`src/rtl/jk_ff_rr_arbiter.sv`:
```
// Round-robin sequencer sharing one JK-behaviour bit between NUM_REQ requesters.
// Optional statistics counters (toggle_cnt, cmd_cnt) are enabled by defining JK_ARB_STATS_EN.
module jk_ff_rr_arbiter #(
   parameter int NUM_REQ = 4,
   parameter int IDW     = 2
) (
   input  logic               clk,
   input  logic               rst,
   input  logic [NUM_REQ-1:0] req,
   input  logic [NUM_REQ-1:0] cmd_j,
   input  logic [NUM_REQ-1:0] cmd_k,
   output logic [NUM_REQ-1:0] gnt,
   output logic [IDW-1:0]     gnt_id,
   output logic               busy,
   output logic               q
`ifdef JK_ARB_STATS_EN
   ,
   output logic [15:0]        toggle_cnt,
   output logic [15:0]        cmd_cnt
`endif
);

   localparam logic [0:0] IDLE  = 1'b0;
   localparam logic [0:0] GRANT = 1'b1;

   logic [0:0]         state_q, state_d;
   logic [NUM_REQ-1:0] gnt_q, gnt_d;
   logic [IDW-1:0]     gnt_id_q, gnt_id_d;
   logic [IDW-1:0]     ptr_q, ptr_d;
   logic               cmd_j_q, cmd_j_d;
   logic               cmd_k_q, cmd_k_d;
   logic               q_q, q_d;

   logic [NUM_REQ-1:0]   elig;
   logic [2*NUM_REQ-1:0] elig_dbl, j_dbl, k_dbl;
   logic [NUM_REQ-1:0]   elig_rot, j_rot, k_rot;

   function automatic logic jk_next(input logic j, input logic k, input logic cur);
      return (j & ~cur) | (~k & cur);
   endfunction

   // Rotate so that bit 0 corresponds to the pointer; the search then runs from bit 0 up.
   always_comb begin
      elig     = req & ~gnt_q;
      elig_dbl = {elig, elig} >> ptr_q;
      j_dbl    = {cmd_j, cmd_j} >> ptr_q;
      k_dbl    = {cmd_k, cmd_k} >> ptr_q;
      elig_rot = elig_dbl[NUM_REQ-1:0];
      j_rot    = j_dbl[NUM_REQ-1:0];
      k_rot    = k_dbl[NUM_REQ-1:0];
   end

   always_comb begin : arb
      logic found;
      int   win;
      found    = 1'b0;
      win      = 0;
      state_d  = IDLE;
      gnt_d    = '0;
      gnt_id_d = gnt_id_q;
      ptr_d    = ptr_q;
      cmd_j_d  = cmd_j_q;
      cmd_k_d  = cmd_k_q;
      for (int k = 0; k < NUM_REQ; k++) begin
         if (!found && elig_rot[k]) begin
            found   = 1'b1;
            win     = int'(ptr_q) + k;
            if (win >= NUM_REQ) win = win - NUM_REQ;
            state_d  = GRANT;
            gnt_d    = {{(NUM_REQ-1){1'b0}}, 1'b1} << win;
            gnt_id_d = IDW'(win);
            ptr_d    = (win + 1 >= NUM_REQ) ? '0 : IDW'(win + 1);
            cmd_j_d  = j_rot[k];
            cmd_k_d  = k_rot[k];
         end
      end
   end

   // The command latched in the previous edge is applied at the edge ending its GRANT cycle.
   always_comb begin
      q_d = q_q;
      if (state_q == GRANT) q_d = jk_next(cmd_j_q, cmd_k_q, q_q);
   end

   always_ff @(posedge clk) begin
      if (rst) begin
         state_q  <= IDLE;
         gnt_q    <= '0;
         gnt_id_q <= '0;
         ptr_q    <= '0;
         q_q      <= 1'b0;
      end else begin
         state_q  <= state_d;
         gnt_q    <= gnt_d;
         gnt_id_q <= gnt_id_d;
         ptr_q    <= ptr_d;
         q_q      <= q_d;
      end
   end

   always_ff @(posedge clk) begin
      cmd_j_q <= cmd_j_d;
      cmd_k_q <= cmd_k_d;
   end

   assign gnt    = gnt_q;
   assign gnt_id = gnt_id_q;
   assign busy   = (state_q == GRANT);
   assign q      = q_q;

`ifdef JK_ARB_STATS_EN
   logic [15:0] cmd_cnt_q, cmd_cnt_d;
   logic [15:0] toggle_cnt_q, toggle_cnt_d;

   always_comb begin
      cmd_cnt_d    = cmd_cnt_q;
      toggle_cnt_d = toggle_cnt_q;
      if (state_q == GRANT) begin
         cmd_cnt_d = cmd_cnt_q + 16'd1;
         if (cmd_j_q && cmd_k_q) toggle_cnt_d = toggle_cnt_q + 16'd1;
      end
   end

   always_ff @(posedge clk) begin
      if (rst) begin
         cmd_cnt_q    <= '0;
         toggle_cnt_q <= '0;
      end else begin
         cmd_cnt_q    <= cmd_cnt_d;
         toggle_cnt_q <= toggle_cnt_d;
      end
   end

   assign cmd_cnt    = cmd_cnt_q;
   assign toggle_cnt = toggle_cnt_q;
`endif

endmodule

```
`config.mk`:
```
export PLATFORM = sky130hd
export DESIGN_NAME = jk_ff_rr_arbiter
export DESIGN_NICKNAME = d
export VERILOG_FILES = /design/src/rtl/jk_ff_rr_arbiter.sv
export SDC_FILE = /design/constraint.sdc
export NUM_CORES = 1
export LEC_CHECK = 0
export BUFFER_PORTS_ARGS = -buffer_cell sky130_fd_sc_hd__buf_2
export CAP_MARGIN = 30
export CORE_MARGIN = 2
export CORE_UTILIZATION = 57
export DETAILED_ROUTE_END_ITERATION = 6
export PLACE_DENSITY = 0.84
export SETUP_SLACK_MARGIN = 0.4
export SLEW_MARGIN = 20
export SYNTH_ARGS = -nofsm -noshare
export SYNTH_HDL_FRONTEND = slang
export SYNTH_SLANG_ARGS = --single-unit
```
`constraint.sdc`:
```
create_clock -name clk -period 2.8 [get_ports clk]
set_input_delay 0.42 -clock clk [delete_from_list [all_inputs] [get_ports clk]]
set_output_delay 0.42 -clock clk [all_outputs]
set_load 0.005 [all_outputs]
```
==> flow_metrics.tcl, run 1 <==
set metrics [dict create \
    cts.repair.resized 0 \
    crit_arrival_ns 2.22 \
    port_buffers 21 \
    synthArstFlopShare_pct 0 \
    hpwlAfterDp_um 3163 \
    cts_tree "done" \
    dpl_cell_area_sq_mm 0.001536 \
    routed_wl_um 4224 \
    min_period_over_period_pct 78.86 \
    tightest_slew_ns 0.6651 \
    synth_top_area_share_pct 13.63 \
    synth_warnings 0 \
    wl_met2_um 1967 \
    combinationalPowerShare_pct 72.0 \
    hold_class "in2reg" \
    cp_slowest_stage_delay_ns 0.47 \
    numCtsBuffers 3 \
    synth_top_area_cell "dfxtp_1" \
    top_layer_used "met4" \
    clockBufferDepth 2 \
    path_max_fanout 11 \
    drive_above_1_share_pct 23.65 \
    cp_num_buf_inv 0 \
    path_cells "nor2b_2, nor3_1, a22oi_2, nand2_1, a221oi_1, o22ai_1" \
    drt.antenna.violating_nets 0 \
    synth_nets 212 \
    grt_pass1_vias 1393 \
    drtIter0Drc 127 \
    grt-ovfl-total 0 \
    finalClockSkew_ns 0.009391 \
    vias_per_cell 6.833 \
    rows 18 \
    path_clk_slew_ns 0.08 \
    cts_root_buf "clkbuf_4" \
    irDropWorstVdd_uv 713.0 \
    p_total_w 0.001500 \
    crit_family "simple AND/OR/NAND/NOR gates" \
    report.final.slew_viol_count 0 \
    cts_sinks 12 \
    drt_first_pass_iters 7 \
    design_area_sq_mm 0.001564 \
    wl_per_cell_um 18.13 \
    fin_nets 226 \
    clk_latency_ns 0.28 \
    cp-end-kind "register" \
    holdBufCountCts 0 \
    place_congestion 1.013 \
    rsz0062_at_grt "false" \
    final_common_cell "buf_2" \
    m1WireLength_um 1800 \
    vias 1592 \
    top_level_ports 22 \
    die_x_um 54.77 \
    dieHeight_um 54.77 \
    p_clk_share_pct 7.3 \
    syn_area_sq_mm 0.001469 \
    postCtsSetupBuffers 0 \
    area_growth_pct 6.474 \
    synth_edf_count 2 \
    ys_ff_latch 12 \
    p_seq_share_pct 20.7 \
    setup_viol 0 \
    antenna_found_initial 0 \
    post-route-util_pct 63.71 \
    period_minus_slack_ns 2.208 \
    fmax_mhz 452.9 \
    synthFlopType "dfxtp_1" \
    status "complete, no violations" \
    internal_power_w 0.0007303 \
    syn-instance-count 190 \
    syn_avg_cell_area_sq_um 7.731 \
    design.core.area_sq_mm 0.002455 \
    dieArea_sq_mm 0.002999 \
    yosysSeqAreaShare_pct 17.72 \
    grt_usage_pct 30.53 \
    powerDensity_mw_per_mm2 959.3 \
    cp-start-kind "register" \
    setup_tns_ns 0 \
    initial_utilization_pct 59.84 \
    synth_cell_types 60 \
    maxSlewHeadroom_pct 55.57 \
    maxCapViolCount 0 \
    cts_htree_levels 1 \
    grt_pass1_wl_um 6610 \
    finalHoldViolCount 0 \
    cpMaxStageDelayCell "nor2b_2" \
    synthTopCellsByArea "dfxtp_1 14%, ha_1 6.8%, a21oi_1 6.5%" \
    route.met3.wl_um 347 \
    final_cell_mix "21 x buf_2, 20 x nor2_1, 19 x a21oi_1" \
    antenna_cells 0 \
    required_ns 2.81 \
    criticalPathCategory "reg2reg" \
    p_switching_w 0.0007700 \
    switching_share_pct 51.32 \
    drc_errors 0 \
    leakage_nw 0.6014 \
    grt_start_max_net_pins 28 \
]
## layer usage
layer  vias up  GRT usage (%)
met5         -              0
met4         0          10.42
met3        15          6.284
met2       110          47.22
met1       710          41.72
li1        757              -
## worst register-to-register path, delay by kind of cell, from the launching register on
family,cells,cell delay (ns)
AND/OR/NAND/NOR,3,0.87
AO/OA/AOI/OAI,3,0.69
flip-flops,1,0.37
## final timing paths
check	to	slack (ns)	from	cells past startpoint
min reg2reg	gnt_id[0]	0.47	gnt_id[0]	2
min	gnt_id[0]	0.46	rst	2
max	cmd_k_q	0.59	gnt[2]	6
max reg2reg	cmd_k_q	0.59	gnt[2]	6
## power by group through the flow
| stage | Sequential [W] | Combinational (W) | Clock [W] |
|---|---|---|---|
| finish | 0.000310 | 0.00108 | 0.000110 |
| global route | 0.000317 | 0.00116 | 0.000124 |
| CTS | 0.000305 | 0.00105 | 0.000113 |
| detailed placement | 0.000309 | 0.00104 | 0 |
| global placement | 0.000304 | 0.00103 | 0 |
| floorplan | 0.000300 | 0.000831 | 0 |
## area by class of cell
cell class / instances / area, sq um
inverters: 6 / 22.52
clock buffers: 3 / 22.52
multi-input cells: 157 / 1089
well taps: 30 / 37.54
fillers: 224 / 890.9
clock inverters: 1 / 3.754
flip-flops and latches: 12 / 261.5
repair buffers: 24 / 127.6
## logic make-up (layout without fill, tap and decap cells)
group | after synthesis | after routing | synth area share (%)
simple gates | 70 | 70 | 26.58
buf+inv | 21 | 34 | 8.176
compound gates | 69 | 69 | 33.73
fa+ha+maj | 8 | 8 | 6.815
xor+xnor | 1 | 1 | 0.5964
mux | 9 | 9 | 6.388
flops | 12 | 12 | 17.72
## per-stage QoR
stage | hold WS [ns] | worst slack [ns] | cells
2_1_floorplan | 0.4265 | 0.8290 | 190
6_report | 0.4554 | 0.5919 | 233
4_1_cts | 0.4512 | 0.6110 | 233
3_5_place_dp | 0.4527 | 0.4909 | 229
3_3_place_gp | 0.4413 | 0.5559 | 229
5_1_grt | 0.4680 | 0.4356 | 233
## Yosys cell counts (all sizes together) (2+ instances only)
cell and n:
a21oi 20, nor2 20, nand2 16, buf 11, o21ai 11, dfxtp 10
nor3 9, ha 8, o22ai 7, inv 6, mux2i 6, a22oi 4
clkbuf 4, nor4 4, or3 4, a222oi 3, mux2 3, nand2b 3
nor2b 3, a211oi 2, a221oi 2, a22o 2, a31oi 2, a32oi 2
and2b 2, edfxtp 2, nand3b 2, nor3b 2, o211ai 2, o221ai 2
## sequential cells by signal, indices dropped and copies added, names as in the netlist
name	flops
busy	1
cmd_j_q	1
cmd_k_q	1
gnt	4
gnt_id	2
ptr_q	2
q	1
No activity file was read; power rests on OpenSTA's default activity.
==> inputs of run 2 (changes only) <==
- CORE_UTILIZATION: 57 -> 52
- PLACE_DENSITY: 0.84 -> 0.81
- clock period: 2.8 -> 1.9 ns (I/O delays scaled with it)
==> flow_metrics.tcl, run 2 (synthesis gave the netlist of run 1 again) <==
set metrics [dict create \
    status "complete, no violations" \
    cp-start-kind "register" \
    grt_pass1_wl_um 8742 \
    p_clk_share_pct 6.8 \
    powerDensity_mw_per_mm2 1441 \
    report.final.slew_viol_count 0 \
    numCtsBuffers 3 \
    area_growth_pct 55.96 \
    clk_latency_ns 0.30 \
    path_max_fanout 7 \
    vias 1940 \
    clockBufferDepth 2 \
    holdBufCountCts 0 \
    dieHeight_um 57.15 \
    antenna_cells 0 \
    cts_htree_levels 1 \
    cpMaxStageDelayCell "or3b_4" \
    criticalPathCategory "reg2reg" \
    cts_root_buf "clkbuf_4" \
    tightest_slew_ns 0.4099 \
    drt_first_pass_iters 5 \
    routed_wl_um 6230 \
    irDropWorstVdd_uv 1277 \
    p_switching_w 0.001600 \
    layout_setup_ws_ns 0.01388 \
    multiInputGateArea_sq_mm 0.001374 \
    switching_share_pct 48.46 \
    fin_nets 273 \
    fmax_mhz 530.2 \
    wl_per_cell_um 22.17 \
    place_ws_ns -0.02052 \
    combinationalPowerShare_pct 78.5 \
    path_clk_slew_ns 0.09 \
    grt_pass1_vias 1799 \
    min_period_over_period_pct 99.27 \
    path_cells "or3b_4, buf_6, o221ai_4, o31a_4, nor2b_4, nor3_2, o32ai_2" \
    leakage_nw 0.9074 \
    cp-end-kind "register" \
    finalClockSkew_ns 0.003641 \
    drtIter0Drc 215 \
    maxSlewHeadroom_pct 72.67 \
    design.core.area_sq_mm 0.002710 \
    largest_reg_flops 4 \
    maxCapViolCount 0 \
    setup_viol 0 \
    die_x_um 57.15 \
    grt_usage_pct 34.99 \
    internal_power_w 0.001702 \
    grt-ovfl-total 0 \
    drt.antenna.violating_nets 0 \
    drive_above_1_share_pct 55.60 \
    dieArea_sq_mm 0.003266 \
    final_cell_mix "37 x buf_4, 22 x buf_2, 16 x nor2_1" \
    final_common_cell "buf_4" \
    period_minus_slack_ns 1.886 \
    rsz0062_at_grt "true" \
    rows 19 \
    top_level_ports 22 \
    vias_per_cell 6.904 \
    setup_tns_ns 0 \
    grt_start_max_net_pins 18 \
    fillers 160 \
    cp_slowest_stage_delay_ns 0.39 \
    hpwlAfterDp_um 3766 \
    antenna_found_initial 0 \
    hold_class "in2reg" \
    drc_errors 0 \
    p_seq_share_pct 14.6 \
    register_area_sq_um 275.3 \
    cts_tree "done" \
    cts_sinks 12 \
    place_congestion 0.9599 \
    required_ns 2.11 \
    initial_utilization_pct 54.20 \
    crit_arrival_ns 2.09 \
    finalHoldViolCount 0 \
    port_buffers 21 \
]
[run 2: cell types whose count changed in the layout (fill, tap and decap cells not counted), moves of 5 or more]
cell	previous run	this run
nor3_1	9	3
nor3_2	0	5
dfxtp_1	9	4
a21oi_1	19	13
buf_4	3	37
buf_6	0	11
[run 2: repair_timing]
action                     CTS  global route
gates resized for setup     34            35
setup endpoints to repair   12            12
cloned                       0             1
setup buffers                8             8
pin swaps                   14            20
[run 2: area by class of cell]
type | count | share of cell area [%]
Multi-Input combinational cell | 157 | 59.97
Timing Repair Buffer | 71 | 23.21
Sequential cell | 12 | 12.02
Tap cell | 31 | 1.693
Clock buffer | 4 | 1.584
Inverter | 6 | 1.529
[run 2: power groups by stage]
| stage | combinational [W] | sequential (W) | clock (W) |
|---|---|---|---|
| detailed placement | 0.00187 | 0.000466 | 0 |
| floorplan | 0.00134 | 0.000455 | 0 |
| global route | 0.00272 | 0.000493 | 0.000230 |
| global placement | 0.00183 | 0.000460 | 0 |
| finish | 0.00259 | 0.000484 | 0.000225 |
| CTS | 0.00209 | 0.000481 | 0.000223 |
[run 2: worst paths after layout]
path	slack, ns	start	endpoint	cells after the start
worst min-delay path	0.31	rst	gnt[2]	2
worst max-delay path	0.01	ptr_q[0]	ptr_q[0]	7
worst min register to register	0.47	cmd_k_q	q	1
worst max register to register	0.01	ptr_q[0]	ptr_q[0]	7
[run 2: metal layers]
metal / track usage [%] / part of all wire [%] / up-vias
met4: 22.92 / 5.0 / 0
met5: 0 / 0 / -
met2: 56.98 / 49 / 164
met3: 6.349 / 10 / 39
met1: 42.10 / 36 / 897
li1: - / - / 840
[run 2: worst max-delay path, delay by kind of cell (launching register included)]
kind | cells | cell delay [ns]
AOI/OAI and AO/OA | 3 | 0.60
DFF | 1 | 0.38
and+or+nand+nor | 3 | 0.65
buffers and inverters | 1 | 0.15
[run 2: per-stage QoR]
| step | util (%) | hold WS [ns] | area [sq um] | total power, W | std cells |
|---|---|---|---|---|---|
| 6_report | 84.53 | 0.3107 | 2291 | 0.003302 | 281 |
| 5_1_grt | 84.53 | 0.3303 | 2291 | 0.003442 | 281 |
| 4_1_cts | 75.58 | 0.3068 | 2048 | 0.002792 | 272 |
| 3_5_place_dp | 66.81 | 0.4460 | 1810 | 0.002338 | 260 |
| 3_3_place_gp | 66.81 | 0.4474 | 1810 | 0.002290 | 260 |
| 2_1_floorplan | - | 0.3689 | 1551 | 0.001798 | 190 |
==> inputs of run 3 (changes only) <==
- CELL_PAD_IN_SITES_DETAIL_PLACEMENT: not set -> 0
- CELL_PAD_IN_SITES_GLOBAL_PLACEMENT: not set -> 1
- CORE_UTILIZATION: 52 -> 38
- PLACE_DENSITY: 0.81 -> 0.8
==> flow_metrics.tcl, run 3 (synthesis gave the netlist of run 1 again) <==
set metrics [dict create \
    irDropWorstVdd_uv 549.7 \
    fmax_mhz 536.4 \
    design_area_sq_mm 0.002215 \
    cp_num_cells 7 \
    wl_per_cell_um 19.34 \
    routed_wl_um 5745 \
    crit_arrival_ns 1.85 \
    internal_power_w 0.001713 \
    clockBufferDepth 2 \
    numCtsBuffers 3 \
    cp_slowest_stage_delay_ns 0.34 \
    drtIter0Drc 158 \
    rsz0062_at_grt "true" \
    r2r_cells 7 \
    final_cell_mix "40 x buf_4, 21 x buf_2, 16 x nor2_1" \
    min_period_over_period_pct 98.12 \
    finalHoldViolCount 0 \
    min_from "rst" \
    powerDensity_mw_per_mm2 1437 \
    cts_sinks 12 \
    stdcell_count 297 \
    design.core.area_sq_mm 0.003689 \
    required_ns 1.88 \
    port_buffers 21 \
    p_clk_share_pct 8.3 \
    place_congestion 0.9204 \
    criticalPathCategory "reg2reg" \
    path_cells "and2b_4, nor3_1, a22oi_2, buf_4, nor3_1, a211oi_1, o211ai_1" \
    cpMaxStageDelayCell "dfxtp_2" \
    clk_latency_ns 0.26 \
    startpoint "gnt[1]" \
    post-route-util_pct 60.04 \
    drt_first_pass_iters 5 \
    antenna_cells 0 \
    die_x_um 66.18 \
    setup.worst_path.end "cmd_j_q" \
    leakage_nw 0.8975 \
    crit_path_frequent_cell "nor3_1" \
    place_inst 272 \
    maxCapViolCount 0 \
    holdBufCountCts 0 \
    switching_share_pct 46.18 \
    area_growth_pct 50.77 \
    setup_viol 0 \
    p_switching_w 0.001470 \
    p_seq_share_pct 15.7 \
    cp-end-kind "register" \
    drt.antenna.violating_nets 0 \
    grt_pass1_wl_um 8404 \
    initial_utilization_pct 39.82 \
    hpwlAfterDp_um 3826 \
    crit_family "compound AO/OA/AOI/OAI gates" \
    cts_tree "done" \
    grt_start_max_net_pins 20 \
    drc_errors 0 \
    rows 22 \
    grt-ovfl-total 0 \
    vias 1851 \
    cts_htree_levels 1 \
    cts_root_buf "clkbuf_8" \
    final_common_cell "buf_4" \
    status "complete, no violations" \
    fin_nets 272 \
    path_clk_slew_ns 0.07 \
    worstReg2RegEnd "cmd_j_q" \
    dieArea_sq_mm 0.004379 \
    report.final.slew_viol_count 0 \
    drive_above_1_share_pct 50.60 \
    antenna_found_initial 0 \
    cp-start-kind "register" \
    period_minus_slack_ns 1.864 \
    finalClockSkew_ns 0.01204 \
    maxSlewHeadroom_pct 66.73 \
    dpl_cell_area_sq_mm 0.001819 \
    fillers 336 \
    hold_class "in2reg" \
    tightest_slew_ns 0.4980 \
    largest_reg_flops 4 \
    path_max_fanout 7 \
    dieHeight_um 66.18 \
    grt_usage_pct 25.28 \
    top_level_ports 22 \
    vias_per_cell 6.232 \
    combinationalPowerShare_pct 76.0 \
    cp_num_buf_inv 1 \
    r2r_slack_ns 0.04 \
    regToRegStartpoint "gnt[1]" \
    grt_pass1_vias 1685 \
]
## run 3: cell types whose count changed in the layout (fill, tap and decap cells not counted), sizes merged
| cell | delta |
|---|---|
| buf | -2 |
| bufbuf | +1 |
| clkbuf | -1 |
| clkinv | +1 |
## run 3: power by group through the flow
stage / clock network [W] / registers [W] / logic, W
CTS: 0.000252 / 0.000478 / 0.00219
global placement: 0 / 0.000475 / 0.00189
detailed placement: 0 / 0.000479 / 0.00191
global route: 0.000275 / 0.000511 / 0.00257
floorplan: 0 / 0.000455 / 0.00134
finish: 0.000263 / 0.000500 / 0.00242
## run 3: metrics by stage
| step | power [W] | setup TNS [ns] | setup slack [ns] | hold slack, ns |
|---|---|---|---|---|
| after CTS | 0.002920 | 0 | 0.07505 | 0.3544 |
| after global placement | 0.002364 | -0.006052 | -0.006052 | 0.4494 |
| after global routing | 0.003355 | -0.08487 | -0.03941 | 0.3741 |
| final | 0.003183 | 0 | 0.03567 | 0.3519 |
| after detailed placement | 0.002385 | -0.06965 | -0.06965 | 0.4549 |
| after floorplan | 0.001798 | 0 | 0.1839 | 0.3689 |
## run 3: what timing repair did
action	in CTS	in global routing
gates resized for setup	15	26
hold endpoints to repair	0	0
cloned	1	0
buffers inserted	12	8
endpoints found under the setup margin	12	12
pin swaps	12	14
## run 3: layout make-up
cell class,count,area [sq um],area share [%]
tap,48,60.06,2.712
timing repair buffer,70,545.5,24.63
sequential,12,275.3,12.43
inverter,6,35.03,1.582
clock inverter,1,3.754,0.1695
clock buffer,3,41.29,1.864
multi-input combinational,157,1254,56.61
## run 3: worst min path at each step
stage | to | slack (ns) | cells past startpoint
after floorplan | busy | 0.37 | 1
after global placement | q | 0.45 | 1
after detailed placement | gnt_id[0] | 0.45 | 2
after CTS | gnt[2] | 0.35 | 2
after global routing | gnt_id[0] | 0.37 | 2
final | gnt_id[0] | 0.35 | 2
## run 3: routing by layer
metal	up-vias	GRT usage, %	wire length [um]
li1	840	-	-
met1	869	32.12	2292
met2	119	43.75	2809
met3	23	2.555	396
met4	0	9.439	247
met5	-	0	0
